## config.mk

```make
export PLATFORM = sky130hd
export DESIGN_NAME = ahb_decode_mux_dp_flat
export DESIGN_NICKNAME = d
export VERILOG_FILES = /design/src/rtl/ahb_pkg.sv /design/src/rtl/ahb_decode_mux_dp_if.sv /design/src/rtl/ahb_default_slave.sv /design/src/rtl/ahb_decode_mux_dp.sv /design/src/flat_wrapper.sv
export SDC_FILE = /design/constraint.sdc
export NUM_CORES = 1
export LEC_CHECK = 0
export ABC_AREA = 1
export BUFFER_PORTS_ARGS = -buffer_cell sky130_fd_sc_hd__buf_2
export CAP_MARGIN = 25
export CORE_AREA = 2 2 151 153
export DETAILED_ROUTE_END_ITERATION = 8
export DIE_AREA = 0 0 153 155
export SLEW_MARGIN = 20
export SYNTH_ARGS = -nofsm -noshare
export SYNTH_HDL_FRONTEND = slang
export SYNTH_SLANG_ARGS = --single-unit
export TNS_END_PERCENT = 1
```

## constraint.sdc

```tcl
create_clock -name HCLK -period 2 [get_ports HCLK]
set_input_delay 0 -clock HCLK [delete_from_list [all_inputs] [get_ports HCLK]]
set_output_delay 0 -clock HCLK [all_outputs]
set_load 0.05 [all_outputs]
```

## src/rtl/ahb_pkg.sv

```systemverilog
// rtl/ahb_pkg.sv - shared AHB encodings and default-slave state type
package ahb_pkg;

  typedef enum logic [1:0] {
    HTRANS_IDLE   = 2'b00,
    HTRANS_BUSY   = 2'b01,
    HTRANS_NONSEQ = 2'b10,
    HTRANS_SEQ    = 2'b11
  } htrans_e;

  typedef enum logic [1:0] {
    HRESP_OKAY  = 2'b00,
    HRESP_ERROR = 2'b01,
    HRESP_RETRY = 2'b10,
    HRESP_SPLIT = 2'b11
  } hresp_e;

  typedef enum logic [1:0] {
    DS_IDLE = 2'b00,
    DS_ERR1 = 2'b01,
    DS_ERR2 = 2'b10
  } ds_state_e;

  // NONSEQ and SEQ are the only transfer types that carry a real data phase
  function automatic logic is_active(input logic [1:0] htrans);
    return htrans[1];
  endfunction

endpackage

```

## src/rtl/ahb_decode_mux_dp_if.sv

```systemverilog
// rtl/ahb_decode_mux_dp_if.sv - master-side and slave-array signal bundle for the AHB interconnect
interface ahb_decode_mux_dp_if #(
  parameter int ADDR_WIDTH    = 32,
  parameter int DATA_WIDTH    = 32,
  parameter int SLAVE_COUNT   = 4,
  parameter int ERR_CNT_WIDTH = 16
);

  // master request
  logic [ADDR_WIDTH-1:0]              HADDR;
  logic [1:0]                         HTRANS;
  logic                               HWRITE;
  logic [2:0]                         HSIZE;
  logic [2:0]                         HBURST;
  logic [3:0]                         HPROT;
  logic [DATA_WIDTH-1:0]              HWDATA;

  // response to master
  logic [DATA_WIDTH-1:0]              HRDATA;
  logic                               HREADY;
  logic [1:0]                         HRESP;

  // broadcast to slaves
  logic [ADDR_WIDTH-1:0]              HADDR_slaves;
  logic [1:0]                         HTRANS_slaves;
  logic                               HWRITE_slaves;
  logic [2:0]                         HSIZE_slaves;
  logic [2:0]                         HBURST_slaves;
  logic [3:0]                         HPROT_slaves;
  logic [DATA_WIDTH-1:0]              HWDATA_slaves;
  logic                               HREADY_slaves_in;
  logic [SLAVE_COUNT-1:0]             HSEL_slaves;

  // slave responses
  logic [SLAVE_COUNT*DATA_WIDTH-1:0]  HRDATA_slaves;
  logic [SLAVE_COUNT-1:0]             HREADY_slaves;
  logic [SLAVE_COUNT*2-1:0]           HRESP_slaves;

  // error log
  logic [ERR_CNT_WIDTH-1:0]           err_count;
  logic [ADDR_WIDTH-1:0]              err_addr;

  // interconnect view: it is the slave of the master and drives the slave array
  modport slave (
    input  HADDR, HTRANS, HWRITE, HSIZE, HBURST, HPROT, HWDATA,
    input  HRDATA_slaves, HREADY_slaves, HRESP_slaves,
    output HRDATA, HREADY, HRESP,
    output HADDR_slaves, HTRANS_slaves, HWRITE_slaves, HSIZE_slaves, HBURST_slaves,
    output HPROT_slaves, HWDATA_slaves, HREADY_slaves_in, HSEL_slaves,
    output err_count, err_addr
  );

  // environment view: the bus master plus the slave array
  modport master (
    output HADDR, HTRANS, HWRITE, HSIZE, HBURST, HPROT, HWDATA,
    output HRDATA_slaves, HREADY_slaves, HRESP_slaves,
    input  HRDATA, HREADY, HRESP,
    input  HADDR_slaves, HTRANS_slaves, HWRITE_slaves, HSIZE_slaves, HBURST_slaves,
    input  HPROT_slaves, HWDATA_slaves, HREADY_slaves_in, HSEL_slaves,
    input  err_count, err_addr
  );

endinterface

```

## src/rtl/ahb_default_slave.sv

```systemverilog
// rtl/ahb_default_slave.sv - two-cycle ERROR responder for unmapped transfers with error log
module ahb_default_slave
  import ahb_pkg::*;
#(
  parameter int ADDR_WIDTH    = 32,
  parameter int ERR_CNT_WIDTH = 16
) (
  input  logic                     clk,
  input  logic                     rst,
  input  logic                     hready,
  input  logic                     no_hit,
  input  logic [1:0]               htrans,
  input  logic [ADDR_WIDTH-1:0]    haddr,
  output logic                     ds_hready,
  output logic [1:0]               ds_hresp,
  output logic [ERR_CNT_WIDTH-1:0] err_count,
  output logic [ADDR_WIDTH-1:0]    err_addr
);

  ds_state_e state;
  logic      accept_err;

  assign accept_err = hready && no_hit && is_active(htrans);

  // FSM with registered response outputs plus the error log
  always_ff @(posedge clk) begin
    if (rst) begin
      state     <= DS_IDLE;
      ds_hready <= 1'b1;
      ds_hresp  <= HRESP_OKAY;
      err_count <= '0;
      err_addr  <= '0;
    end else begin
      if (accept_err) begin
        err_addr <= haddr;
        if (err_count != '1) begin
          err_count <= err_count + ERR_CNT_WIDTH'(1);
        end
      end
      case (state)
        DS_IDLE: begin
          if (accept_err) begin
            state     <= DS_ERR1;
            ds_hready <= 1'b0;
            ds_hresp  <= HRESP_ERROR;
          end
        end
        DS_ERR1: begin
          state     <= DS_ERR2;
          ds_hready <= 1'b1;
          ds_hresp  <= HRESP_ERROR;
        end
        DS_ERR2: begin
          if (accept_err) begin
            state     <= DS_ERR1;
            ds_hready <= 1'b0;
            ds_hresp  <= HRESP_ERROR;
          end else begin
            state     <= DS_IDLE;
            ds_hready <= 1'b1;
            ds_hresp  <= HRESP_OKAY;
          end
        end
        default: begin
          state     <= DS_IDLE;
          ds_hready <= 1'b1;
          ds_hresp  <= HRESP_OKAY;
        end
      endcase
    end
  end

endmodule

```

## src/rtl/ahb_decode_mux_dp.sv

```systemverilog
// rtl/ahb_decode_mux_dp.sv - single-master AHB decoder with registered data-phase mux and default slave
module ahb_decode_mux_dp
  import ahb_pkg::*;
#(
  parameter int ADDR_WIDTH    = 32,
  parameter int DATA_WIDTH    = 32,
  parameter int SLAVE_COUNT   = 4,
  parameter logic [SLAVE_COUNT*ADDR_WIDTH-1:0] SLAVE_BASE =
    {32'h3000_0000, 32'h2000_0000, 32'h1000_0000, 32'h0000_0000},
  parameter logic [SLAVE_COUNT*ADDR_WIDTH-1:0] SLAVE_MASK = {4{32'hF000_0000}},
  parameter int ERR_CNT_WIDTH = 16
) (
  input logic                HCLK,
  input logic                HRESET,
  ahb_decode_mux_dp_if.slave bus
);

  logic [SLAVE_COUNT-1:0]   hsel;
  logic                     hit;
  logic [SLAVE_COUNT:0]     dsel;
  logic [DATA_WIDTH-1:0]    hrdata;
  logic                     hready;
  logic [1:0]               hresp;
  logic                     ds_hready;
  logic [1:0]               ds_hresp;
  logic [ERR_CNT_WIDTH-1:0] err_count;
  logic [ADDR_WIDTH-1:0]    err_addr;

  // Address decode; scanning upward with a found flag lets the lowest index win overlaps
  always_comb begin
    hsel = '0;
    hit  = 1'b0;
    for (int i = 0; i < SLAVE_COUNT; i++) begin
      if (!hit && ((bus.HADDR & SLAVE_MASK[i*ADDR_WIDTH +: ADDR_WIDTH]) ==
                   SLAVE_BASE[i*ADDR_WIDTH +: ADDR_WIDTH])) begin
        hsel[i] = 1'b1;
        hit     = 1'b1;
      end
    end
  end

  // Data-phase owner: captured when an address phase completes, held across wait states
  always_ff @(posedge HCLK) begin
    if (HRESET) begin
      dsel <= {1'b1, {SLAVE_COUNT{1'b0}}};
    end else if (hready) begin
      dsel <= {~hit, hsel};
    end
  end

  // Response mux driven only by the registered owner, so it never follows the new address
  always_comb begin
    hrdata = '0;
    hready = 1'b1;
    hresp  = HRESP_OKAY;
    if (dsel[SLAVE_COUNT]) begin
      hready = ds_hready;
      hresp  = ds_hresp;
    end else begin
      for (int i = 0; i < SLAVE_COUNT; i++) begin
        if (dsel[i]) begin
          hrdata = bus.HRDATA_slaves[i*DATA_WIDTH +: DATA_WIDTH];
          hready = bus.HREADY_slaves[i];
          hresp  = bus.HRESP_slaves[2*i +: 2];
        end
      end
    end
  end

  ahb_default_slave #(
    .ADDR_WIDTH    (ADDR_WIDTH),
    .ERR_CNT_WIDTH (ERR_CNT_WIDTH)
  ) u_default_slave (
    .clk       (HCLK),
    .rst       (HRESET),
    .hready    (hready),
    .no_hit    (~hit),
    .htrans    (bus.HTRANS),
    .haddr     (bus.HADDR),
    .ds_hready (ds_hready),
    .ds_hresp  (ds_hresp),
    .err_count (err_count),
    .err_addr  (err_addr)
  );

  assign bus.HRDATA           = hrdata;
  assign bus.HREADY           = hready;
  assign bus.HRESP            = hresp;
  assign bus.HREADY_slaves_in = hready;
  assign bus.HSEL_slaves      = hsel;
  assign bus.err_count        = err_count;
  assign bus.err_addr         = err_addr;

  assign bus.HADDR_slaves  = bus.HADDR;
  assign bus.HTRANS_slaves = bus.HTRANS;
  assign bus.HWRITE_slaves = bus.HWRITE;
  assign bus.HSIZE_slaves  = bus.HSIZE;
  assign bus.HBURST_slaves = bus.HBURST;
  assign bus.HPROT_slaves  = bus.HPROT;
  assign bus.HWDATA_slaves = bus.HWDATA;

endmodule

```

## src/flat_wrapper.sv

```systemverilog
// flat-port wrapper written by rule: the top's interface ports become plain ports
module ahb_decode_mux_dp_flat import ahb_pkg::*;
#(
  parameter int ADDR_WIDTH    = 32,
  parameter int DATA_WIDTH    = 32,
  parameter int SLAVE_COUNT   = 4,
  parameter logic [SLAVE_COUNT*ADDR_WIDTH-1:0] SLAVE_BASE =
    {32'h3000_0000, 32'h2000_0000, 32'h1000_0000, 32'h0000_0000},
  parameter logic [SLAVE_COUNT*ADDR_WIDTH-1:0] SLAVE_MASK = {4{32'hF000_0000}},
  parameter int ERR_CNT_WIDTH = 16
)
  (HCLK, HRESET, bus_HADDR, bus_HTRANS, bus_HWRITE, bus_HSIZE, bus_HBURST, bus_HPROT, bus_HWDATA, bus_HRDATA_slaves, bus_HREADY_slaves, bus_HRESP_slaves, bus_HRDATA, bus_HREADY, bus_HRESP, bus_HADDR_slaves, bus_HTRANS_slaves, bus_HWRITE_slaves, bus_HSIZE_slaves, bus_HBURST_slaves, bus_HPROT_slaves, bus_HWDATA_slaves, bus_HREADY_slaves_in, bus_HSEL_slaves, bus_err_count, bus_err_addr);
  ahb_decode_mux_dp_if #(.ADDR_WIDTH(ADDR_WIDTH), .DATA_WIDTH(DATA_WIDTH), .SLAVE_COUNT(SLAVE_COUNT), .ERR_CNT_WIDTH(ERR_CNT_WIDTH)) bus_i ();
  input logic HCLK;
  input logic HRESET;
  input wire logic [$bits(bus_i.HADDR)-1:0] bus_HADDR;
  input wire logic [$bits(bus_i.HTRANS)-1:0] bus_HTRANS;
  input wire logic [$bits(bus_i.HWRITE)-1:0] bus_HWRITE;
  input wire logic [$bits(bus_i.HSIZE)-1:0] bus_HSIZE;
  input wire logic [$bits(bus_i.HBURST)-1:0] bus_HBURST;
  input wire logic [$bits(bus_i.HPROT)-1:0] bus_HPROT;
  input wire logic [$bits(bus_i.HWDATA)-1:0] bus_HWDATA;
  input wire logic [$bits(bus_i.HRDATA_slaves)-1:0] bus_HRDATA_slaves;
  input wire logic [$bits(bus_i.HREADY_slaves)-1:0] bus_HREADY_slaves;
  input wire logic [$bits(bus_i.HRESP_slaves)-1:0] bus_HRESP_slaves;
  output wire logic [$bits(bus_i.HRDATA)-1:0] bus_HRDATA;
  output wire logic [$bits(bus_i.HREADY)-1:0] bus_HREADY;
  output wire logic [$bits(bus_i.HRESP)-1:0] bus_HRESP;
  output wire logic [$bits(bus_i.HADDR_slaves)-1:0] bus_HADDR_slaves;
  output wire logic [$bits(bus_i.HTRANS_slaves)-1:0] bus_HTRANS_slaves;
  output wire logic [$bits(bus_i.HWRITE_slaves)-1:0] bus_HWRITE_slaves;
  output wire logic [$bits(bus_i.HSIZE_slaves)-1:0] bus_HSIZE_slaves;
  output wire logic [$bits(bus_i.HBURST_slaves)-1:0] bus_HBURST_slaves;
  output wire logic [$bits(bus_i.HPROT_slaves)-1:0] bus_HPROT_slaves;
  output wire logic [$bits(bus_i.HWDATA_slaves)-1:0] bus_HWDATA_slaves;
  output wire logic [$bits(bus_i.HREADY_slaves_in)-1:0] bus_HREADY_slaves_in;
  output wire logic [$bits(bus_i.HSEL_slaves)-1:0] bus_HSEL_slaves;
  output wire logic [$bits(bus_i.err_count)-1:0] bus_err_count;
  output wire logic [$bits(bus_i.err_addr)-1:0] bus_err_addr;
  assign bus_i.HADDR = bus_HADDR;
  assign bus_i.HTRANS = bus_HTRANS;
  assign bus_i.HWRITE = bus_HWRITE;
  assign bus_i.HSIZE = bus_HSIZE;
  assign bus_i.HBURST = bus_HBURST;
  assign bus_i.HPROT = bus_HPROT;
  assign bus_i.HWDATA = bus_HWDATA;
  assign bus_i.HRDATA_slaves = bus_HRDATA_slaves;
  assign bus_i.HREADY_slaves = bus_HREADY_slaves;
  assign bus_i.HRESP_slaves = bus_HRESP_slaves;
  assign bus_HRDATA = bus_i.HRDATA;
  assign bus_HREADY = bus_i.HREADY;
  assign bus_HRESP = bus_i.HRESP;
  assign bus_HADDR_slaves = bus_i.HADDR_slaves;
  assign bus_HTRANS_slaves = bus_i.HTRANS_slaves;
  assign bus_HWRITE_slaves = bus_i.HWRITE_slaves;
  assign bus_HSIZE_slaves = bus_i.HSIZE_slaves;
  assign bus_HBURST_slaves = bus_i.HBURST_slaves;
  assign bus_HPROT_slaves = bus_i.HPROT_slaves;
  assign bus_HWDATA_slaves = bus_i.HWDATA_slaves;
  assign bus_HREADY_slaves_in = bus_i.HREADY_slaves_in;
  assign bus_HSEL_slaves = bus_i.HSEL_slaves;
  assign bus_err_count = bus_i.err_count;
  assign bus_err_addr = bus_i.err_addr;
  ahb_decode_mux_dp #(.ADDR_WIDTH(ADDR_WIDTH), .DATA_WIDTH(DATA_WIDTH), .SLAVE_COUNT(SLAVE_COUNT), .SLAVE_BASE(SLAVE_BASE), .SLAVE_MASK(SLAVE_MASK), .ERR_CNT_WIDTH(ERR_CNT_WIDTH)) u_core (.HCLK(HCLK), .HRESET(HRESET), .bus(bus_i));
endmodule
```

==> Flow_metrics.wiki <==
{| class="wikitable"
! Metric !! Value
|-
| Run status || completed
|-
| Post-detailed-route count of antenna-violating nets || 0
|-
| Crit path required time || 2000 ps
|-
| Element type at the critical path end || primary output
|-
| Top-area cell type share of the netlist area || 28.0%
|-
| Initial core utilization || 18.4%
|-
| Final weighted congestion in routability-driven placement || 0.854
|-
| Synthesized instance count || 610
|-
| Launch instance of the worst register-to-register path || u_core.u_default_slave.err_count[0]$_SDFFE_PP0P_
|-
| Hold Worst Slack || 0.0220 ps
|-
| Setup violations, final || 0
|-
| Number of core rows || 55
|-
| Worst-Skew Late Latency || 320 ps
|-
| Overall die area || 0.0237 mm^2
|-
| Maximum clock insertion buffer count || 2
|-
| Register share of total power || 28.6%
|-
| Count of input and output buffers || 295
|-
| Sum of negative setup slack || 0 ps
|-
| Antenna violations before repair || 3
|-
| Hold violation total from the final report || 0
|-
| Drt wl/cell || 14.3 um
|-
| DRC || 0
|-
| Total power || 0.00441 W
|-
| Cell area after synthesis || 0.00408 mm^2
|-
| Max Clock Freq || 0.541 GHz
|-
| Cell Count Post-Placement || 1086
|-
| Largest net degree at the start of global routing || 69
|-
| Minimum period implied by the final worst setup slack || 1850 ps
|-
| Placeable core region || 0.0222 mm^2
|-
| Filler cells || 2451
|-
| Worst relative slew slack || 72.2%
|-
| Area growth from synthesis to final layout || 45.1%
|-
| CTS tree || built
|-
| Worst-case vdd ir drop || 0.000686 V
|-
| Sequential fraction of the synthesis area || 28.0%
|-
| R2R Path End || u_core.u_default_slave.err_count[15]$_SDFFE_PP0P_
|-
| CP Data Arrival Time || 1850 ps
|-
| Category of the critical setup timing path || reg2out
|-
| Cell depth of the worst hold path || 0
|-
| CTS Root Buffer Type || sky130_fd_sc_hd__clkbuf_16
|-
| Gate power share || 37.8%
|-
| Sinks on the clock net || 57
|-
| Number of flops mapped to enable cells by yosys || 0
|-
| Number of H-tree branching levels || 3
|-
| Asr flop ratio synth || 0%
|-
| Area used by multi-input combinational logic || 0.00207 mm^2
|-
| Worst r2r path cells || 8
|-
| Overall via count from detail_route || 4916
|-
| Leakage power total || 2.90 nW
|-
| Count of max-cap constraint violations || 0
|-
| Hold Crit Endpoint || bus_HPROT_slaves[0]
|-
| Cell Count, Final, Fillers Out || 1132
|-
| Startpoint class of the critical path || flip-flop
|-
| Power per unit of standard cell area || 745 mW/mm^2
|-
| Number of inserted diodes || 0
|-
| Setup repair after global routing missed its margin || no
|-
| Cell variety after synth || 30
|-
| Router iterations before antenna repair || 5
|-
| Violation count after the first detailed-route iteration || 415
|-
| Fraction of final layout cells with drive strength greater than 1 || 40.3%
|-
| Worst slew pin tran || 413 ps
|-
| Congestion Overflow GR || 0
|-
| Synth area leaders || sky130_fd_sc_hd__dfxtp_1 (28%), sky130_fd_sc_hd__buf_4 (15%), sky130_fd_sc_hd__nand2_1 (11%)
|-
| Worst setup slack for register-to-register paths || 210 ps
|-
| I/O pin total || 384
|-
| Number of buffers added by the clock tree synthesis step || 9
|-
| GRT Overall Usage || 12.8%
|-
| Net count after synthesis || 830
|-
| Predominant post-synthesis flop cell || sky130_fd_sc_hd__dfxtp_1
|-
| Top cell type by total area after synthesis || sky130_fd_sc_hd__dfxtp_1
|-
| Overall die width || 153 um
|-
| Part of the total power dissipated in the clock network || 33.6%
|-
| Die outline height || 155 um
|-
| Half-perimeter wire length of the detailed placement result || 12.8 mm
|-
| NetSw || 0.00171 W
|-
| Total length of routed wires || 16.2 mm
|-
| Most common library cells after synthesis || sky130_fd_sc_hd__nand2_1 (124), sky130_fd_sc_hd__a21oi_1 (86), sky130_fd_sc_hd__buf_4 (82), sky130_fd_sc_hd__o21ai_0 (74), sky130_fd_sc_hd__dfxtp_1 (57)
|-
| Register clock-pin slew on the reported worst setup and hold paths || 50 ps
|-
| Syn_area_per_cell || 6.69 um^2
|-
| Path type of the worst min-delay path || in2out
|-
| Count of synthesis-stage warnings from yosys || 0
|-
| Most common cell in the synthesized netlist || sky130_fd_sc_hd__nand2_1
|-
| Critical Path Fanout Max || 34
|-
| Cell Int Power || 0.00270 W
|-
| Final period util || 92.4%
|-
| Setup skew after layout || 7.16 ps
|-
| Pins Over Slew Limit || 0
|-
| Via count of the first global-routing pass || 4564
|-
| Via density per instance || 4.34
|-
| Sw frac || 38.9%
|-
| Register cell area after layout || 0.00114 mm^2
|-
| Flip-flop and latch count after synthesis || 57
|-
| Final layout net count || 1064
|-
| Global-route wire length before repair || 24.3 mm
|-
| Launch point of the worst hold path || bus_HPROT[0]
|}
==> area by class of cell <==
cell class                 count  area share, %
clock buffer                  10           4.04
clock inverter                 4          0.761
inverter                      24           1.52
multi-input combinational    411           35.0
sequential                    57           19.3
tap                          285           6.02
timing repair buffer         341           33.3
==> power groups by stage <==
stage	clock network (W)	registers, W	logic, W
2_1_floorplan	0	0.00147	0.00121
3_3_place_gp	0	0.00128	0.00162
3_5_place_dp	0	0.00128	0.00163
4_1_cts	0.00153	0.00126	0.00168
5_1_grt	0.00159	0.00127	0.00182
6_report	0.00148	0.00126	0.00167
==> logic make-up after synthesis <==
kind of cell / count (synthesis) / synth area share [%]
flops: 57 / 28.0
simple gates: 192 / 20.4
compound gates: 206 / 27.5
fa+ha+maj: 1 / 0.307
xor+xnor: 12 / 2.58
buf+inv: 142 / 21.3
==> worst max-delay path by stage <==
stage                                                           from                                                 to  slack, ps
floorplan           u_core.u_default_slave.err_count[5]$_SDFFE_PP0P_   u_core.u_default_slave.err_count[6]$_SDFFE_PP0P_         90
global placement    u_core.u_default_slave.err_count[0]$_SDFFE_PP0P_  u_core.u_default_slave.err_count[15]$_SDFFE_PP0P_        310
detailed placement  u_core.u_default_slave.err_count[0]$_SDFFE_PP0P_  u_core.u_default_slave.err_count[15]$_SDFFE_PP0P_        230
CTS                                      u_core.dsel[1]$_SDFFE_PP0N_                                      bus_HRDATA[0]         90
global route        u_core.u_default_slave.err_count[0]$_SDFFE_PP0P_  u_core.u_default_slave.err_count[15]$_SDFFE_PP0P_         10
finish                                   u_core.dsel[1]$_SDFFE_PP0N_                                      bus_HRDATA[0]        150
==> timing repair <==
| item | 4_1_cts | 5_1_grt |
|---|---|---|
| setup endpoints to repair | 1 | 4 |
| gates resized for setup | 1 | 1 |
| pin swaps | 0 | 0 |
| hold buffers | 32 | 0 |
| buffers inserted | 0 | 0 |
| endpoints found under the hold margin | 32 | 0 |
| cloned | 0 | 0 |
==> routing by layer <==
metal / part of all wire, % / up-vias / GRT usage [%]
li1: - / 2454 / -
met2: 49 / 282 / 22.7
met4: 1.4 / 0 / 3.48
met3: 8.2 / 21 / 3.23
met5: 0 / - / 0
met1: 41 / 2159 / 15.3
==> cell usage in the layout, fill, tap and decap left out, types with 9 or more instances in the layout <==
master / count
sky130_fd_sc_hd__clkbuf_16: 9
sky130_fd_sc_hd__dfxtp_1: 55
sky130_fd_sc_hd__nand2_1: 124
sky130_fd_sc_hd__dlygate4sd3_1: 32
sky130_fd_sc_hd__a21oi_1: 86
sky130_fd_sc_hd__o21ai_0: 74
sky130_fd_sc_hd__nand3_1: 21
sky130_fd_sc_hd__a22oi_1: 33
sky130_fd_sc_hd__buf_2: 295
sky130_fd_sc_hd__inv_1: 19
sky130_fd_sc_hd__nor2_1: 23
sky130_fd_sc_hd__xor2_1: 10
sky130_fd_sc_hd__o21ai_1: 10
sky130_fd_sc_hd__nor3_1: 10
==> through the flow <==
| step | instance area [um^2] | setup slack (ps) | utilization, % |
|---|---|---|---|
| after CTS | 5920 | 90.7 | 26.6 |
| after global routing | 5920 | 11.3 | 26.6 |
| after detailed placement | 5310 | 226 | 23.9 |
| after global placement | 5310 | 308 | 23.9 |
| final | 5920 | 151 | 26.6 |
| after floorplan | 4080 | 92.9 | - |
==> worst max-delay path, cell delays in order, from the launching register on <==
cell                      delay (ps)
sky130_fd_sc_hd__dfxtp_1         420
sky130_fd_sc_hd__buf_8           260
sky130_fd_sc_hd__a22oi_1         160
sky130_fd_sc_hd__nand2_1         100
sky130_fd_sc_hd__o21ai_0          80
sky130_fd_sc_hd__a21oi_1         180
sky130_fd_sc_hd__buf_2           300
==> registers in the layout (all words and copies together), names as in the netlist <==
register,count
u_core.dsel,5
u_core.u_default_slave.ds_hready,1
u_core.u_default_slave.ds_hresp,1
u_core.u_default_slave.err_addr,32
u_core.u_default_slave.err_count,16
u_core.u_default_slave.state,2
Power figures use the tool's default switching activity.
